$ cat src/rtl/mix_engine_pkg.sv
// mix_engine_pkg: state encoding, width defaults and index-width helper for the mix engine
package mix_engine_pkg;
    localparam int DEF_VOICES   = 3;
    localparam int DEF_SAMPLE_W = 14;
    localparam int DEF_VOL_W    = 8;
    localparam int DEF_MULT_A_W = 24;
    localparam int DEF_MULT_B_W = 16;
    localparam int DEF_PROD_W   = 40;
    localparam int DEF_FRAC     = 8;

    typedef enum logic [2:0] {
        IDLE, COLLECT, FILT_REQ, FILT_WAIT, VOL_REQ, VOL_WAIT, OUT
    } mix_state_e;

    function automatic int idx_w(input int n);
        return (n > 1) ? $clog2(n) : 1;
    endfunction
endpackage

$ cat src/rtl/mix_sat.sv
// mix_sat: signed saturator narrowing IN_W bits to OUT_W bits
module mix_sat #(
    parameter int IN_W  = 16,
    parameter int OUT_W = 14
) (
    input  logic signed [IN_W-1:0]  i_d,
    output logic signed [OUT_W-1:0] o_q
);
    localparam logic signed [OUT_W-1:0] MAX = {1'b0, {(OUT_W-1){1'b1}}};
    localparam logic signed [OUT_W-1:0] MIN = {1'b1, {(OUT_W-1){1'b0}}};

    assign o_q = (i_d > IN_W'(MAX)) ? MAX : (i_d < IN_W'(MIN)) ? MIN : i_d[OUT_W-1:0];
endmodule

$ cat src/rtl/mix_engine.sv
// mix_engine: per-frame voice accumulator feeding the SVF, bypass mix and master volume
// through the shared multiplier, emitting one saturated audio sample per frame.
module mix_engine
    import mix_engine_pkg::*;
#(
    parameter int NUM_VOICES = DEF_VOICES,
    parameter int SAMPLE_W   = DEF_SAMPLE_W,
    parameter int VOL_W      = DEF_VOL_W,
    parameter int MULT_A_W   = DEF_MULT_A_W,
    parameter int MULT_B_W   = DEF_MULT_B_W,
    parameter int PROD_W     = DEF_PROD_W,
    parameter int FRAC_SHIFT = DEF_FRAC,
    localparam int IDX_W     = idx_w(NUM_VOICES)
) (
    input  logic                       clk_i,
    input  logic                       rst_ni,
    input  logic                       frame_start_i,
    input  logic                       voice_valid_i,
    input  logic [IDX_W-1:0]           voice_idx_i,
    input  logic signed [SAMPLE_W-1:0] voice_sample_i,
    input  logic [NUM_VOICES-1:0]      route_mask_i,
    output logic                       filt_start_o,
    output logic signed [SAMPLE_W-1:0] filt_in_o,
    input  logic                       filt_ready_i,
    input  logic signed [SAMPLE_W-1:0] filt_out_i,
    input  logic [VOL_W-1:0]           volume_i,
    output logic                       mult_start_o,
    output logic signed [MULT_A_W-1:0] mult_a_o,
    output logic [MULT_B_W-1:0]        mult_b_o,
    input  logic                       mult_ready_i,
    input  logic signed [PROD_W-1:0]   mult_prod_i,
    output logic signed [SAMPLE_W-1:0] audio_o,
    output logic                       audio_valid_o,
    output logic                       busy_o,
    output logic                       overrun_o
);
    localparam int ACC_W = SAMPLE_W + $clog2(NUM_VOICES) + 1;
    localparam logic [IDX_W:0] NV = (IDX_W+1)'(NUM_VOICES);

    mix_state_e                r_state;
    logic signed [ACC_W-1:0]   r_filt_acc, r_byp_acc;
    logic signed [SAMPLE_W-1:0] r_filt_cap, r_audio;
    logic [NUM_VOICES-1:0]     r_rcvd, r_mask;
    logic [VOL_W-1:0]          r_vol;
    logic                      r_filt_vld, r_filt_start, r_mult_start, r_audio_valid, r_overrun;

    logic                      w_hit, w_to_filt, w_mult_on;
    logic [NUM_VOICES-1:0]     w_one, w_rcvd;
    logic signed [ACC_W-1:0]   w_samp;
    logic signed [ACC_W:0]     w_sum;
    logic signed [PROD_W-1:0]  w_shift;
    logic signed [SAMPLE_W-1:0] w_filt_sat, w_mix, w_audio;

    assign w_hit     = voice_valid_i && ({1'b0, voice_idx_i} < NV) && !r_rcvd[voice_idx_i];
    assign w_to_filt = r_mask[voice_idx_i];
    assign w_one     = w_hit ? NUM_VOICES'(1) << voice_idx_i : '0;
    assign w_rcvd    = r_rcvd | w_one;
    assign w_samp    = ACC_W'(voice_sample_i);
    assign w_sum     = (ACC_W+1)'(r_filt_cap) + (ACC_W+1)'(r_byp_acc);
    assign w_shift   = mult_prod_i >>> FRAC_SHIFT;
    assign w_mult_on = (r_state == VOL_REQ) || (r_state == VOL_WAIT);

    mix_sat #(.IN_W(ACC_W),   .OUT_W(SAMPLE_W)) u_filt_sat (.i_d(r_filt_acc), .o_q(w_filt_sat));
    mix_sat #(.IN_W(ACC_W+1), .OUT_W(SAMPLE_W)) u_mix_sat  (.i_d(w_sum),      .o_q(w_mix));
    mix_sat #(.IN_W(PROD_W),  .OUT_W(SAMPLE_W)) u_out_sat  (.i_d(w_shift),    .o_q(w_audio));

    // operands idle at zero so several clients can OR onto the shared multiplier bus
    assign mult_a_o      = w_mult_on ? MULT_A_W'(w_mix) : '0;
    assign mult_b_o      = w_mult_on ? MULT_B_W'(r_vol) : '0;
    assign filt_in_o     = r_filt_vld ? w_filt_sat : '0;
    assign filt_start_o  = r_filt_start;
    assign mult_start_o  = r_mult_start;
    assign audio_o       = r_audio;
    assign audio_valid_o = r_audio_valid;
    assign overrun_o     = r_overrun;
    assign busy_o        = r_state != IDLE;

    always_ff @(posedge clk_i or negedge rst_ni) begin
        if (!rst_ni) begin
            r_state       <= IDLE;
            r_filt_acc    <= '0;
            r_byp_acc     <= '0;
            r_filt_cap    <= '0;
            r_audio       <= '0;
            r_rcvd        <= '0;
            r_mask        <= '0;
            r_vol         <= '0;
            r_filt_vld    <= 1'b0;
            r_filt_start  <= 1'b0;
            r_mult_start  <= 1'b0;
            r_audio_valid <= 1'b0;
            r_overrun     <= 1'b0;
        end else begin
            r_filt_start  <= 1'b0;
            r_mult_start  <= 1'b0;
            r_audio_valid <= 1'b0;
            r_overrun     <= frame_start_i && (r_state != IDLE);
            case (r_state)
                IDLE: if (frame_start_i) begin
                    r_state    <= COLLECT;
                    r_filt_acc <= '0;
                    r_byp_acc  <= '0;
                    r_filt_cap <= '0;
                    r_rcvd     <= '0;
                    r_filt_vld <= 1'b0;
                    r_mask     <= route_mask_i;
                    r_vol      <= volume_i;
                end
                COLLECT: begin
                    if (w_hit && w_to_filt) r_filt_acc <= r_filt_acc + w_samp;
                    if (w_hit && !w_to_filt) r_byp_acc <= r_byp_acc + w_samp;
                    r_rcvd <= w_rcvd;
                    if (&w_rcvd) begin
                        r_state      <= (|r_mask) ? FILT_REQ : VOL_REQ;
                        r_filt_start <= |r_mask;
                        r_filt_vld   <= |r_mask;
                        r_mult_start <= ~|r_mask;
                    end
                end
                FILT_REQ: r_state <= FILT_WAIT;
                FILT_WAIT: if (filt_ready_i) begin
                    r_filt_cap   <= filt_out_i;
                    r_state      <= VOL_REQ;
                    r_mult_start <= 1'b1;
                end
                VOL_REQ: r_state <= VOL_WAIT;
                VOL_WAIT: if (mult_ready_i) begin
                    r_audio       <= w_audio;
                    r_audio_valid <= 1'b1;
                    r_state       <= OUT;
                end
                default: r_state <= IDLE;
            endcase
        end
    end
endmodule

$ cat config.mk
export PLATFORM = sky130hd
export DESIGN_NAME = mix_engine
export DESIGN_NICKNAME = d
export VERILOG_FILES = /design/src/rtl/mix_engine_pkg.sv /design/src/rtl/mix_sat.sv /design/src/rtl/mix_engine.sv
export SDC_FILE = /design/constraint.sdc
export NUM_CORES = 1
export LEC_CHECK = 0
export ABC_AREA = 1
export BUFFER_PORTS_ARGS = -buffer_cell sky130_fd_sc_hd__buf_4
export CORE_ASPECT_RATIO = 1.4
export CORE_MARGIN = 1
export CORE_UTILIZATION = 55
export DETAILED_ROUTE_END_ITERATION = 8
export PLACE_DENSITY = 0.81
export SYNTH_ARGS = -nofsm -noshare
export SYNTH_HDL_FRONTEND = slang
export SYNTH_SLANG_ARGS = --single-unit
$ cat constraint.sdc
create_clock -name clk_i -period 5.2 [get_ports clk_i]
set_input_delay 0.78 -clock clk_i [delete_from_list [all_inputs] [get_ports clk_i]]
set_output_delay 0.78 -clock clk_i [all_outputs]
set_load 0.01 [all_outputs]
Word level (Yosys, flattened, before mapping)

Index checks and enable logic that the tools add are counted.

Magnitude comparators: 8
Bitwise operators: 1
Reductions and logical operators: 23
Shift operators: 1
Mux-type cells: 40
Add/sub/neg operators: 3
Eq/ne operators: 11

Operator list:

| kind                 | count |
|---|---|
| $mux 14              | 9 |
| $pmux 17 s2          | 2 |
| $mux 17              | 3 |
| $add 17x14->17       | 2 |
| $gt 32x14->1 const B | 1 |
| $lt 32x14->1 const B | 1 |
| $pmux 14 s2          | 1 |
| $mux 24              | 1 |
| $mux 3               | 7 |
| $add 14x17->18       | 1 |
| $gt 18x14->1 const B | 1 |
| $lt 18x14->1 const B | 1 |
| $pmux 3 s6           | 1 |
| $gt 17x14->1 const B | 1 |
| $lt 17x14->1 const B | 1 |
| $reduce_and 3->1     | 5 |
| $ne 2x2->1 const B   | 6 |
| $mux 1               | 10 |
| $mux 8               | 1 |
| $eq 3x2->1 const B   | 2 |
| $eq 3x3->1 const B   | 2 |
| $pmux 3 s2           | 1 |
| $reduce_and 2->1     | 3 |
| $logic_and 1x1->1    | 5 |
| other kinds (14)     | 19 |

Input port bits: 87
Flip-flop bits (word level): 84
Logic and storage cells: 100
Output and inout port bits: 73

Longest topological paths before layout

Depth in word-level cells: 9
Gate-level depth with buffers: 18
Gate-level depth less buffers: 17

Hierarchy

Synthesis repeated with hierarchy kept, for this count alone.

Cell total of the unflattened synthesis: 1222
Area, all modules: 7518.5 um2

Modules (own cells, without submodules):

| module                | times used | area each (um2) | seq. area each (um2) | cells an instance |
|---|---|---|---|---|
| mix_engine            | 1          | 6785.3          | 2102.0               | 1056 |
| mix_sat at u_out_sat  | 1          | 422.9           | 0.0                  | 95 |
| mix_sat at u_filt_sat | 1          | 156.4           | 0.0                  | 36 |
| mix_sat at u_mix_sat  | 1          | 153.9           | 0.0                  | 35 |

Worst setup path after synthesis

OpenSTA, ideal clock, no wires.

Path type: register -> output
Start point: reg r_byp_acc[12]
End point: out mult_a_o[14]
Path buffers: 1
Cell stages (with the launch flop): 13
Path slack: 2269 ps
Data arrival time: 2151 ps
Data required time: 4420 ps
Cells stage by stage: dfrtp_1 ha_1 nand2_2 nor2_2 inv_1 nor2_1 nand3_1 nand3_1 nand2_1 nand2_2 inv_2 nor2_1 buf_4

Cells in the longest elaborated chain, start to end: 5
Elaborated cells between the ends (all ways): 6
Classes of those cells: add/sub: 1; order compare: 2; mux: 3

Ends and longest elaborated chain:

| element                | RTL line          | text |
|---|---|---|
| start, declared        | mix_engine.sv:41  | `logic signed [ACC_W-1:0] r_filt_acc, r_byp_acc;` |
| start signal, assigned | mix_engine.sv:111 | `if (w_hit && !w_to_filt) r_byp_acc <= r_byp_acc + w_samp;` |
| $add 14x17->18 *       | mix_engine.sv:59  | `assign w_sum = (ACC_W+1)'(r_filt_cap) + (ACC_W+1)'(r_byp_acc);` |
| $lt 18x14->1           | mix_sat.sv:12     | `assign o_q = (i_d > IN_W'(MAX)) ? MAX : (i_d < IN_W'(MIN)) ? MIN : i_d[OUT_W-1:0];` |
| $mux 14                | mix_sat.sv:12     |  |
| $mux 14 *              | mix_sat.sv:12     |  |
| $mux 24 *              | mix_engine.sv:68  | `assign mult_a_o = w_mult_on ? MULT_A_W'(w_mix) : '0;` |
| end, declared          | mix_engine.sv:28  | `output logic signed [MULT_A_W-1:0] mult_a_o,` |

Every way passes the cells marked *; elsewhere a longest branch is shown, timed or not.

Worst setup path after layout

Start point: reg r_byp_acc[0]
End point: out mult_a_o[0]

The elaborated chain is that of the path after synthesis.

==> reports/qor.yml <==
status:
  outcome: "complete, no violations"
power_and_ir_drop:
  power_density_nw_per_um2: 538
  ir_drop_mv: 0.273
  totalPowerFinal_mw: 4.27
  p_leak_nw: 4.27
detailed_routing:
  drt-vias-per-instance: 5.32
  drt_first_pass_iters: 5
  routed-via-count: 6398
  initialDrtViolationCount: 327
  drc: 0
  wl_per_cell_um: 13.6
  ant_nets: 0
  wirelength_um: 16400
clock_network:
  clockBufferDepth: 2
  cts-resized-gates: 0
  cts_htree_levels: 3
  cts_tree: "yes"
  cts_hold_buf: 0
  cts.clk_slew.worst_paths_ns: 0.07
  cts_setup_buffers: 0
  root_buffer: "clkbuf_16"
  cts.sinks: 84
  cts_buffers: 9
  insertion_delay_ns: 0.35
placement:
  postPlaceCellArea_um2: 7600
  io_buffers: 143
  dp.cells: 1186
  place_hpwl_um: 12800
  place.gp.congestion: 0.954
worst_setup_path:
  max_stage_delay_ns: 0.41
  worstSetupEndpointType: "output pin"
  r2r-start: "r_state[1]$_DFFE_PN0P_"
  worst-path-buf-inv: 3
  r2r-end: "r_byp_acc[4]$_DFFE_PN0P_"
  cpLargestDelayFamily: "simple AND/OR/NAND/NOR gates"
  cpMaxStageDelayCell: "dfrtp_1"
  cpMostUsedCell: "nand2_1"
  arrival_ns: 2.74
  path_cells: "ha_1 > inv_1 > fa_1 > inv_1 > nand3_1 > nand2_2 > nand2_1 > nand2_2 > nand2_1 > nand3_1 > nand2_1 > nor2_1 > nand2_1 > nand2_2 > nand2_1 > a21oi_1 > buf_4"
  reg2reg_depth: 9
  r2r_slack_ns: 2.74
  required_ns: 4.42
  critical_path_class: "flop to output pin"
  crit_fanout: 12
  cp-start-kind: "flop"
layout:
  final_util_pct: 69.3
  drive_above_1_share_pct: 18.6
  areaGrowthSynthToFinish_pct: 21.4
  stdcell_count: 1202
  finalInstanceArea_um2: 7940
  num_antenna_cells: 0
  final_nets: 1192
floorplanning:
  die_h_um: 131
  rows: 46
  core_area_um2: 11500
  start_util_pct: 57.1
  die_w_um: 94.1
  die_area_um2: 12300
  io_pins: 160
yosys:
  ys_warn_count: 0
  async_flop_share_pct: 100
  synth-edff-count: 0
  synthCells: 924
  ys.flop_type: "dfrtp_1"
  synth.ff_latch_count: 84
  avgSynthCellArea_um2: 7.08
  synth.distinct_cells: 52
  ys_seq_area_share_pct: 32.2
  syn_area_um2: 6540
sta:
  min_period_over_period_pct: 67.7
  finalSetupViolations: 0
  hold_violations: 0
  slew_violations: 0
  fmax_mhz: 284
  tightest_slew_ns: 0.886
  fin_tns_setup_ns: 0
  fin_skew_ns: 0.0112
  maxSlewHeadroom_pct: 40.6
  rsz0062_at_grt: "no"
  fin_crit_ns: 3.52
hold_path:
  min_path_type: "input port to async pin"
grt:
  antenna_found_initial: 0
  grt_max_degree: 67
  grt_pass1_vias: 5906
  track_usage_pct: 27.2
  gr-total-overflow: 0
  grt_pass1_wl_um: 26500
flow_run:
  drv_cap: 0
==> metal layers <==
metal	part of all wire (%)	GRT usage, %	up-vias
li1	-	-	3284
met1	41	31.5	2907
met4	1.6	7.96	0
met2	53	50.7	183
met5	0	0	-
met3	4.4	4.34	24
==> power by group <==
group	switching (mW)	total [mW]	internal (mW)	leakage, nW
Clock	0.289	0.719	0.430	0.164
Sequential	0.198	1.12	0.919	1.09
Combinational	1.45	2.43	0.978	3.02
Total	1.94	4.27	2.33	4.27
==> worst register-to-register path: cells and delay by family (launching register included) <==
family                 cells  cell delay (ns)
DFF                        1             0.43
buffers and inverters      4             0.64
and+or+nand+nor            4             0.98
AOI/OAI and AO/OA          1             0.30
==> logic make-up (layout without fill, tap and decap cells) <==
kind of cell	Yosys count	in the layout	synth area share (%)
and+or+nand+nor	408	408	27.0
AOI/OAI and AO/OA	200	200	17.3
buffers and inverters	162	289	10.9
DFF	84	84	32.2
adders and majority gates	52	52	10.3
xor gates and xnor gates	16	16	2.14
other	1	8	0.0574
muxes	1	1	0.172
==> cells in the mapped netlist (all sizes together), types with 5 or more instances <==
cell type | instances | area, µm²
nand4 | 10 | 62.6
clkbuf | 6 | 26.3
o21ai | 79 | 403
dfrtp | 84 | 2100
xor2 | 10 | 87.6
xnor2 | 6 | 52.6
ha | 49 | 613
buf | 29 | 209
o31ai | 5 | 37.5
nor3 | 6 | 30.0
or2 | 9 | 58.8
nand2 | 240 | 928
nand3 | 59 | 310
nand3b | 6 | 45.0
a2bb2oi | 13 | 114
inv | 126 | 473
a21oi | 79 | 399
nor2 | 71 | 284
==> cell type report <==
type	instances	area [µm²]
Multi-Input combinational cell	685	3750
Fill cell	1029	3520
Sequential cell	84	2100
Timing Repair Buffer	146	1100
Inverter	127	477
Clock buffer	9	225
Tap cell	144	180
Clock inverter	7	105
==> state kept, by name (all words and copies together) (netlist names) <==
register / cells
filt_start_o: 1
audio_o: 14
r_filt_acc: 17
r_state: 3
mult_start_o: 1
overrun_o: 1
audio_valid_o: 1
r_rcvd: 3
r_vol: 8
r_byp_acc: 17
r_mask: 3
r_filt_cap: 14
r_filt_vld: 1
==> worst max path at each step <==
stage / cells past startpoint / startpoint / end / slack (ns)
final: 17 / r_byp_acc[0]$_DFFE_PN0P_ / mult_a_o[0] / 1.68
after global routing: 17 / r_byp_acc[0]$_DFFE_PN0P_ / mult_a_o[0] / 1.34
after CTS: 17 / r_byp_acc[0]$_DFFE_PN0P_ / mult_a_o[0] / 1.68
after detailed placement: 17 / r_byp_acc[0]$_DFFE_PN0P_ / mult_a_o[0] / 2.05
after global placement: 17 / r_byp_acc[0]$_DFFE_PN0P_ / mult_a_o[1] / 2.09
after floorplan: 12 / r_byp_acc[12]$_DFFE_PN0P_ / mult_a_o[14] / 2.27
==> stage by stage <==
stage               hold WS [ns]  setup WS, ns
finish                     0.291          1.68
global route               0.309          1.34
CTS                        0.298          1.68
detailed placement         0.497          2.05
global placement           0.488          2.09
floorplan                  0.465          2.27
==> cell usage in the layout (no fill, tap or decap), types with 3 or more instances in the layout <==
cell type | Yosys | final
clkbuf_16 | 0 | 9
conb_1 | 1 | 8
nand3_2 | 3 | 3
buf_4 | 18 | 146
nand2_2 | 11 | 11
xnor2_1 | 6 | 6
nand3_1 | 56 | 56
nor2_1 | 66 | 66
xor2_1 | 10 | 10
nand2_1 | 229 | 229
a21oi_1 | 78 | 78
nor3_1 | 6 | 6
a31oi_1 | 4 | 4
o22ai_1 | 3 | 3
nand4_1 | 10 | 10
dfrtp_1 | 84 | 84
o21ai_0 | 67 | 67
o31ai_1 | 5 | 5
o211ai_1 | 4 | 4
inv_1 | 121 | 121
o21ai_1 | 10 | 10
inv_2 | 5 | 5
and3_1 | 3 | 3
nor2_2 | 4 | 4
a2bb2oi_1 | 13 | 13
a211oi_1 | 3 | 3
or2_2 | 5 | 5
fa_1 | 3 | 3
ha_1 | 49 | 49
nand3b_1 | 6 | 6
Power figures use the tool's default switching activity.
